File: config.mk
export PLATFORM = sky130hd
export DESIGN_NAME = pwm_multichannel
export DESIGN_NICKNAME = d
export VERILOG_FILES = /design/src/rtl/pwm_multichannel.sv
export SDC_FILE = /design/constraint.sdc
export NUM_CORES = 1
export LEC_CHECK = 0
export BUFFER_PORTS_ARGS = -buffer_cell sky130_fd_sc_hd__clkbuf_2
export CORE_ASPECT_RATIO = 2
export CORE_MARGIN = 10
export CORE_UTILIZATION = 64
export DETAILED_ROUTE_END_ITERATION = 10
export GPL_ROUTABILITY_DRIVEN = 1
export PLACE_DENSITY = 0.89
export SYNTH_ARGS = -nofsm -noshare
export SYNTH_HDL_FRONTEND = slang
export SYNTH_SLANG_ARGS = --single-unit
File: constraint.sdc
create_clock -name clk -period 5 [get_ports clk]
set_input_delay 0.25 -clock clk [delete_from_list [all_inputs] [get_ports clk]]
set_output_delay 0.25 -clock clk [all_outputs]
set_load 0.02 [all_outputs]
File: src/rtl/pwm_multichannel.sv
// N-channel PWM generator on one shared time base.
// Features: clock prescaler, edge- or center-aligned counting, and shadowed duty
// registers that only take effect at period boundaries.
module pwm_multichannel #(
    parameter int unsigned CHANNELS   = 3,
    parameter int unsigned WIDTH      = 8,
    parameter int unsigned PRESCALE_W = 8
) (
    input  logic                         clk,
    input  logic                         rst,
    input  logic                         enable,
    input  logic [PRESCALE_W-1:0]        prescale,
    input  logic                         align_mode,
    input  logic [CHANNELS*WIDTH-1:0]    duty_in,
    input  logic                         duty_wr,
    output logic [CHANNELS-1:0]          pwm_out,
    output logic                         period_start,
    output logic                         pending
);

    localparam int unsigned DW = CHANNELS * WIDTH;
    // Last counter value before a wrap / turnaround (MAX-1).
    localparam logic [WIDTH-1:0] TOP = {{(WIDTH-1){1'b1}}, 1'b0};

    logic [PRESCALE_W-1:0] pcnt;
    logic [WIDTH-1:0]      cnt;
    logic                  dir_down;
    logic                  mode;
    logic [DW-1:0]         shadow;
    logic [DW-1:0]         active;

    logic                  tick_c;
    logic [WIDTH-1:0]      cnt_nxt_c;
    logic                  dir_nxt_c;
    logic                  boundary_c;
    logic [CHANNELS-1:0]   cmp_c;

    // A prescale lowered below the running pcnt ticks at once rather than
    // wrapping through the whole pcnt range.
    assign tick_c = (pcnt >= prescale);

    // Next counter position and direction for the latched alignment mode.
    always_comb begin
        cnt_nxt_c = cnt;
        dir_nxt_c = dir_down;
        if (!mode) begin
            cnt_nxt_c = (cnt == TOP) ? '0 : cnt + WIDTH'(1);
        end else if (!dir_down) begin
            if (cnt == TOP) dir_nxt_c = 1'b1;
            else            cnt_nxt_c = cnt + WIDTH'(1);
        end else begin
            if (cnt == '0)  dir_nxt_c = 1'b0;
            else            cnt_nxt_c = cnt - WIDTH'(1);
        end
    end

    // A period begins on the tick that lands the counter on 0 going up.
    assign boundary_c = enable & tick_c & (cnt_nxt_c == '0) & ~dir_nxt_c;

    // Per-channel duty compare against the current counter value.
    always_comb begin
        cmp_c = '0;
        for (int k = 0; k < int'(CHANNELS); k++) begin
            cmp_c[k] = (cnt < active[k*WIDTH +: WIDTH]);
        end
    end

    // Time base, shadow/active duty handling and registered outputs.
    always_ff @(posedge clk or posedge rst) begin
        if (rst) begin
            pcnt         <= '0;
            cnt          <= '0;
            dir_down     <= 1'b0;
            mode         <= 1'b0;
            shadow       <= '0;
            active       <= '0;
            pending      <= 1'b0;
            pwm_out      <= '0;
            period_start <= 1'b0;
        end else begin
            if (!enable) begin
                // Idle: park the time base and keep duty/mode current so the
                // first period after enable uses the latest values.
                pcnt         <= '0;
                cnt          <= '0;
                dir_down     <= 1'b0;
                pwm_out      <= '0;
                period_start <= 1'b0;
                active       <= shadow;
                mode         <= align_mode;
                pending      <= duty_wr;
            end else begin
                pcnt <= tick_c ? '0 : pcnt + PRESCALE_W'(1);
                if (tick_c) begin
                    cnt      <= cnt_nxt_c;
                    dir_down <= dir_nxt_c;
                end
                period_start <= boundary_c;
                if (boundary_c) begin
                    mode <= align_mode;
                    if (pending) active <= shadow;
                end
                // A write on the boundary cycle keeps pending set for the next period.
                pending <= duty_wr | (pending & ~boundary_c);
                pwm_out <= cmp_c;
            end
            if (duty_wr) shadow <= duty_in;
        end
    end

endmodule

# [After elaboration in Yosys (flattened, before gate mapping)]
# Index checks and enable logic that the tools add are counted.
[classes] bitwise_logic=7 reduce_logical=3 n_addsub=3 n_mux=23 n_eq_ne=4 order_cmp=4
[op_table] operator="24-bit two-way mux" n=3
[op_table] operator="8-bit two-way mux" n=9
[op_table] operator="8-bit < comparator" n=3
[op_table] operator="8-bit by 1-bit adder with 8-bit output, second input constant" n=2
[op_table] operator="8-bit zero test" n=2
[op_table] operator="1-bit two-way mux" n=10
[op_table] operator="8-bit == test, second input constant" n=1
[op_table] operator="8-bit >= comparator" n=1
[op_table] operator="8-bit by 1-bit subtractor with 8-bit output, second input constant" n=1
[op_table] operator="2-bit by 1-bit != test with 1-bit output, second input constant" n=3
[op_table] operator="1-bit bitwise AND" n=4
[op_table] operator="3-bit two-way mux" n=1
[op_table] operator="1-bit inverter" n=2
[op_table] operator="2-bit AND reduction" n=1
[op_table] operator="1-bit OR" n=1
[word_totals] reg_bits=71 elab_cells=53 out_inout_bits=5 input_bits=37

# [Longest topological paths before layout]
# Gate-level depths: netlist of the first run.
[logic_depth] depth_word=11 mapped_depth=13 mapped_depth_nobuf=11

# [Worst setup path after synthesis of the first run]
# No wires, ideal clock.
[synth_timing] path_type="flip-flop to flip-flop" from="register cnt[0]" to="register active[1]" setup_ns=0.125 t_arrival_ns=3.018 slack_ns=1.857 stages_incl_launch_ff=12 path_buffers=2 required_ns=4.875 period_less_slack_ns=3.143 path_cell_list="dfrtp_1 > clkbuf_1 > inv_1 > ha_1 > or3b_2 > o21ai_2 > o32ai_1 > o21a_1 > or4_4 > o31ai_4 > buf_6 > mux2_2"
[synth_between] elab_chain_len=9 word_cells_on_any_way=19 cone_classes="2 x add/sub; 2 x eq/ne; 9 x mux; 3 x bitwise; 3 x reduce/logical"
[synth_rtl] item="from (decl)" line_no="26" source="logic [WIDTH-1:0] cnt;"
[synth_rtl] item="from (signal assigned)" line_no="95" source="cnt <= cnt_nxt_c;"
[synth_rtl] item="8-bit by 1-bit adder with 8-bit output (tied with other cells)" line_no="47, 50"
[synth_rtl] item="8-bit two-way mux, on equally long branches" line_no="49, 52"
[synth_rtl] item="8-bit two-way mux" line_no="48" source="end else if (!dir_down) begin"
[synth_rtl] item="8-bit two-way mux" line_no="46" source="if (!mode) begin"
[synth_rtl] item="8-bit zero test" line_no="58" source="assign boundary_c = enable & tick_c & (cnt_nxt_c == '0) & ~dir_nxt_c;"
[synth_rtl] item="1-bit bitwise AND" line_no="58"
[synth_rtl] item="1-bit bitwise AND *" line_no="58"
[synth_rtl] item="2-bit by 1-bit != test with 1-bit output (no source line) *"
[synth_rtl] item="2-bit AND reduction (no source line) *"
[synth_rtl] item="to (signal assigned)" line_no="89" source="active <= shadow;"
[synth_rtl] item="to (signal assigned)" line_no="101" source="if (pending) active <= shadow;"
[synth_rtl] item="to (decl)" line_no="30" source="logic [DW-1:0] active;"
# Mark *: on every way between the ends. The rest lies on a longest branch, timed or not.
# A chain may end at the register's enable or synchronous reset.

# [Worst setup path after layout of the first run]
[layout_timing] from="register cnt[0]" to="register active[2]"
# The elaborated chain is that of the path after synthesis.

==> metrics.txt, run 1 <==
min-delay src=duty_in[22]; Total Power=1.48 mW; die area=10,200 µm²; Rows=41; HP Class=in2reg; filler instances=442; GRT Util Overall=19.3%; Critical Path End Type=flip-flop; Setup Skew=9.19 ps; die width=76.5 µm; ant diodes=0; max_cap viols=0; Synth async-reset ratio=100%; slew margin rel.=41.8%; Synth Area per Inst=10.8 µm²; Initial Util=65.3%; share of cells above drive strength 1=27.3%; RSZ-0062 raised after global routing=no; setup TNS=0 ps; DRT iter0 DRCs=211; routed vias=3,060; Slew @ Worst Pin=873 ps; PortBufs=41; area occupied by multi-input gates=2060 µm²; Pleak=2.40 nW; crit start category=flip-flop; register bit total from synthesis=71; slowest stage cell, crit path=dfrtp_1; EDFF count, synth=0; hold endpoint=shadow[22]; Final ANT Viol Nets=0; Area Growth Syn to Fin=13.6%; peak supply drop=0.000341 V; Post-CTS Hold Buffers=0; CP max stage delay=510 ps; Primary FF master, synth=dfrtp_1; Synth area leader=dfrtp_1; CTS tree=built; Critical Path Fanout Max=24; Synth top area share=43.5%; Critical Path RT=5210 ps; outcome=completed; final hold viol count=0; minimum clock period=3580 ps; I/O pin cnt=42; register area share after synthesis=43.5%; DR DRC count=0; setup bufs post-CTS=0; number of global-route vias before repair=3,291; fmax=0.279 GHz; wirelength, routed=9490 µm; FF-to-FF path depth=13; most common cell in the netlist=dfrtp_1; sequential cell area=1780 µm²; Finish-stage setup viols=0; CP Class=reg2reg; Congestion Overflow GR=0; drt pass-1 iters=5; r2r startpoint=cnt[0]; Die Ht=133 µm; Final GP Congestion=0.935; hold depth=2; Final Net Count=492; Tcrit/Tclk final=71.6%; Clock Latency Late Sink=340 ps; first-pass GRT wire length=15,700 µm; routed len/inst=18.6 µm; max-slew violation count=0; Syn Inst Count=379; total core area=6260 µm²; DR vias/cell=5.99; largest net degree at the start of global routing=72; clock root cell=clkbuf_16; CP Cell Sequence=inv_1, ha_1, nand4_1, nor2_1, inv_1, ha_1, nor3_1, a211oi_1, buf_4, nand3b_1, o31ai_4, buf_4, mux2_2; Synth cell types=52; Synth Cell Area=4080 µm²; PD cells=318 nW/µm²; top post-synthesis cells by area=dfrtp_1 44%, mux2_2 13%, ha_1 11%; clk slew on worst S/H paths=60 ps; H-tree levels=3; CTS sink cnt=71; CTS max path bufs=2; critical path arrival=3790 ps; initial antenna violation count=0; r2r setup slk=1420 ps; Final Util=74.1%; cts bufs inserted=9; worst reg2reg path endpoint=active[2]; Yosys warning total=0; Mapped Nets=451; cts repair resizes=0; HPWL Detailed=6770 µm; top cells by count, synth=71 x dfrtp_1, 47 x mux2_2, 41 x inv_1
==> worst max-delay path: cells and delay by family (launching register included) <==
| family | cells | cell delay, ps |
|---|---|---|
| mux | 1 | 400 |
| flops | 1 | 510 |
| buf+inv | 4 | 860 |
| simple gates | 4 | 760 |
| fa+ha+maj | 2 | 470 |
| compound gates | 2 | 440 |
==> through the flow <==
| step | area (µm²) | std cells | hold WS, ps | setup slack, ps |
|---|---|---|---|---|
| after floorplan | 4080 | 379 | 379 | 1860 |
| after global placement | 4340 | 495 | 471 | 1590 |
| after detailed placement | 4340 | 495 | 475 | 1520 |
| after CTS | 4640 | 511 | 137 | 1470 |
| after global routing | 4640 | 511 | 141 | 1180 |
| final | 4640 | 511 | 144 | 1420 |
==> logic make-up (layout without fill, tap and decap cells) <==
family	after synthesis	after routing	synth area share (%)
adders and majority gates	35	35	10.7
and+or+nand+nor	82	82	10.7
buffers and inverters	57	103	5.97
DFF	71	71	43.5
AOI/OAI and AO/OA	71	71	12.5
muxes	53	53	14.5
xor gates and xnor gates	10	10	2.14
==> state kept, by name, indices dropped and copies added (netlist names) <==
signal / flops
mode: 1
pending: 1
pwm_out: 3
dir_down: 1
period_start: 1
active: 24
cnt: 8
pcnt: 8
shadow: 24
==> layer usage <==
layer | vias to the layer above | routed length [µm] | part of all wire [%] | GRT usage [%]
met2 | 102 | 5460 | 57 | 37.2
met3 | 29 | 430 | 4.5 | 4.41
met4 | 0 | 327 | 3.4 | 11.3
met5 | - | 0 | 0 | 0
met1 | 1497 | 3280 | 35 | 17.5
li1 | 1432 | - | - | -
==> cell usage in the layout, fill, tap and decap left out, types with 9 or more instances in the layout <==
cell,count
clkbuf_16,9
nand2_1,9
a21oi_1,14
inv_1,40
a21o_1,15
dfrtp_1,71
mux2_2,47
nor3_1,10
nand3_1,9
ha_1,35
clkbuf_2,41
nor2_1,24
==> layout make-up <==
| class | count | area share (%) |
|---|---|---|
| Clock buffer | 11 | 5.23 |
| Tap cell | 86 | 2.32 |
| Sequential cell | 71 | 38.3 |
| Timing Repair Buffer | 45 | 5.07 |
| Multi-Input combinational cell | 251 | 44.5 |
| Inverter | 42 | 3.40 |
| Clock inverter | 5 | 1.21 |
==> where the power goes <==
group          internal (mW)  total [mW]  switching (mW)
clock network          0.399       0.637           0.238
registers              0.629       0.667          0.0376
logic                 0.0885       0.172          0.0831
==> how the worst max path moves through the flow <==
stage,start,end,cells after the start
finish,cnt[0],active[2],13
global route,cnt[0],active[2],13
CTS,cnt[1],active[2],10
detailed placement,cnt[1],active[20],10
global placement,cnt[1],active[23],10
floorplan,cnt[0],active[1],11
(Power assumes the default switching activity.)
==> run 2, diff against run 1 <==
--- a/config.mk
+++ b/config.mk
@@ -8,10 +8,10 @@
 export BUFFER_PORTS_ARGS = -buffer_cell sky130_fd_sc_hd__clkbuf_2
 export CORE_ASPECT_RATIO = 2
 export CORE_MARGIN = 10
-export CORE_UTILIZATION = 64
+export CORE_UTILIZATION = 53
 export DETAILED_ROUTE_END_ITERATION = 10
 export GPL_ROUTABILITY_DRIVEN = 1
-export PLACE_DENSITY = 0.89
+export PLACE_DENSITY = 0.79
 export SYNTH_ARGS = -nofsm -noshare
 export SYNTH_HDL_FRONTEND = slang
 export SYNTH_SLANG_ARGS = --single-unit
==> constraint.sdc (replaced) <==
create_clock -name clk -period 3.28 [get_ports clk]
set_input_delay 0.164 -clock clk [delete_from_list [all_inputs] [get_ports clk]]
set_output_delay 0.164 -clock clk [all_outputs]
set_load 0.02 [all_outputs]
==> run 2 against run 1 <==
Net effect: register-to-register slack worse by 1300 ps; die area grew 16%; sequential cell count is the same; total power grew 61%; combinational power increased by 58%; clock power grew 71%; count of clock-buffer cells in the layout fell by 2; clock skew decreased by 2.8 ps; sequential share of layout area is 1.5 points lower; critical path type unchanged; largest cell class unchanged; highest routed layer unchanged.
==> metrics.txt, run 2 (synthesis results as in run 1) <==
final hold viol count=0 (unchanged); CP Cell Sequence=inv_1, ha_1, or3b_2, o21ai_2, o32ai_1, o21a_1, or4_4, o31ai_4, buf_12, mux2_2; routed len/inst=17.2 µm (-7.3%); CTS max path bufs=2 (unchanged); Rows=45 (+9.8%); Clock Latency Late Sink=330 ps (about the same); CP Class=reg2reg; Critical Path Fanout Max=24 (unchanged); CP max stage delay=510 ps (about the same); Setup Skew=6.39 ps (-2.80 ps); H-tree levels=3 (unchanged); Final ANT Viol Nets=0 (unchanged); r2r setup slk=140 ps (-1280 ps); minimum clock period=3140 ps (-439 ps); initial antenna violation count=0 (unchanged); Post-CTS Hold Buffers=0 (unchanged); max_cap viols=0 (unchanged); I/O pin cnt=42 (unchanged); max-slew violation count=0 (unchanged); top flop regs=active x24, shadow x24; CP bufs+invs=2 (-2); cts repair resizes=0 (unchanged); Tcrit/Tclk final=95.7% (+24 points); DRT iter0 DRCs=144 (-32%); Congestion Overflow GR=0 (unchanged); FF-to-FF path depth=10 (-3); number of global-route vias before repair=3,261 (-0.91%); Total Power=2.37 mW (+61%); peak supply drop=0.000439 V (+29%); Pleak=2.52 nW (+4.8%); routed vias=3,048 (-0.39%); Initial Util=54.1% (-11 points); cts bufs inserted=9 (unchanged); crit start category=flip-flop; slowest stage cell, crit path=or3b_2; most frequent cells in the layout=71 x dfrtp_1, 47 x mux2_2, 41 x clkbuf_2; wirelength, routed=9230 µm (-2.7%); Critical Path RT=3490 ps (-1720 ps); total core area=7540 µm² (+21%); setup TNS=0 ps (unchanged); r2r startpoint=cnt[1]; CTS tree=built; DR DRC count=0 (unchanged); die area=11,800 µm² (+16%); worst hold slack=40.9 ps (-103 ps); Final Net Count=510 (+3.7%); Critical Path End Type=flip-flop; drt pass-1 iters=5 (unchanged); PD cells=490 nW/µm² (+54%); HPWL Detailed=7180 µm (+6.1%); outcome=completed; Area Growth Syn to Fin=18.3%; RSZ-0062 raised after global routing=no; DR vias/cell=5.69 (-5.0%); Final GP Congestion=0.916 (-2.0%); PortBufs=41 (unchanged); largest net degree at the start of global routing=49 (-32%); share of cells above drive strength 1=30.3% (+3.0 points); die width=82.1 µm (+7.3%); Crit path max-delay family=simple AND/OR/NAND/NOR gates; clock root cell=clkbuf_16; clk slew on worst S/H paths=60 ps (about the same); first-pass GRT wire length=15,100 µm (-3.6%); CTS sink cnt=71 (unchanged); slew margin rel.=35.4% (-6.5 points); HP Class=in2async; Slew @ Worst Pin=968 ps (+95.4 ps); ant diodes=0 (unchanged); fmax=0.318 GHz (+14%); worst reg2reg path endpoint=active[3]; setup bufs post-CTS=0 (unchanged); critical path arrival=3350 ps (-440 ps); Die Ht=144 µm (+8.4%); Finish-stage setup viols=0 (unchanged); GRT Util Overall=16.7% (-2.7 points); commonest non-fill, non-tap cell in the layout=dfrtp_1
## run 2: cell count changes in the layout (fill, tap and decap cells not counted), sizes merged
cell      previous run  this run
buf                  4        22
bufinv               1         3
clkbuf              52        50
clkinvlp             1         0
## run 2: layer usage
metal,GRT usage (%),share of wire (%)
met5,0,0
met4,9.55,4.0
met3,3.48,4.0
met2,31.3,57
met1,15.6,35
## run 2: layout make-up
class	instances	area, µm²
Clock inverter	6	109
Tap cell	94	118
Sequential cell	71	1780
Inverter	42	158
Fill cell	621	2710
Clock buffer	9	225
Timing Repair Buffer	63	383
Multi-Input combinational cell	251	2060
## run 2: worst reg2reg max path, stage by stage, from the launching register on
cell,delay [ps]
dfrtp_1,430
inv_1,120
ha_1,190
or3b_2,510
o21ai_2,200
o32ai_1,100
o21a_1,130
or4_4,510
o31ai_4,230
buf_12,220
mux2_2,360
## run 2: power by group
group | total [mW] | internal, mW | switching, mW
clock | 1.09 | 0.737 | 0.354
sequential | 1.01 | 0.959 | 0.0465
combinational | 0.272 | 0.142 | 0.131
## run 2: stage by stage
stage,worst slack (ps),instances,area (µm²),utilization (%)
global placement,237,521,4500,59.6
CTS,129,536,4830,64.0
finish,140,536,4830,64.0
global route,6.47,536,4830,64.0
detailed placement,168,521,4500,59.6
floorplan,137,379,4080,-
## run 2: worst max path at each step
stage                      start         to  cells past startpoint
final                     cnt[1]  active[3]                     10
after global routing      cnt[1]  active[2]                     10
after CTS                 cnt[1]  active[3]                     10
after detailed placement  cnt[1]  active[9]                     10
after global placement    cnt[0]  active[3]                     10
after floorplan           cnt[0]  active[1]                     11
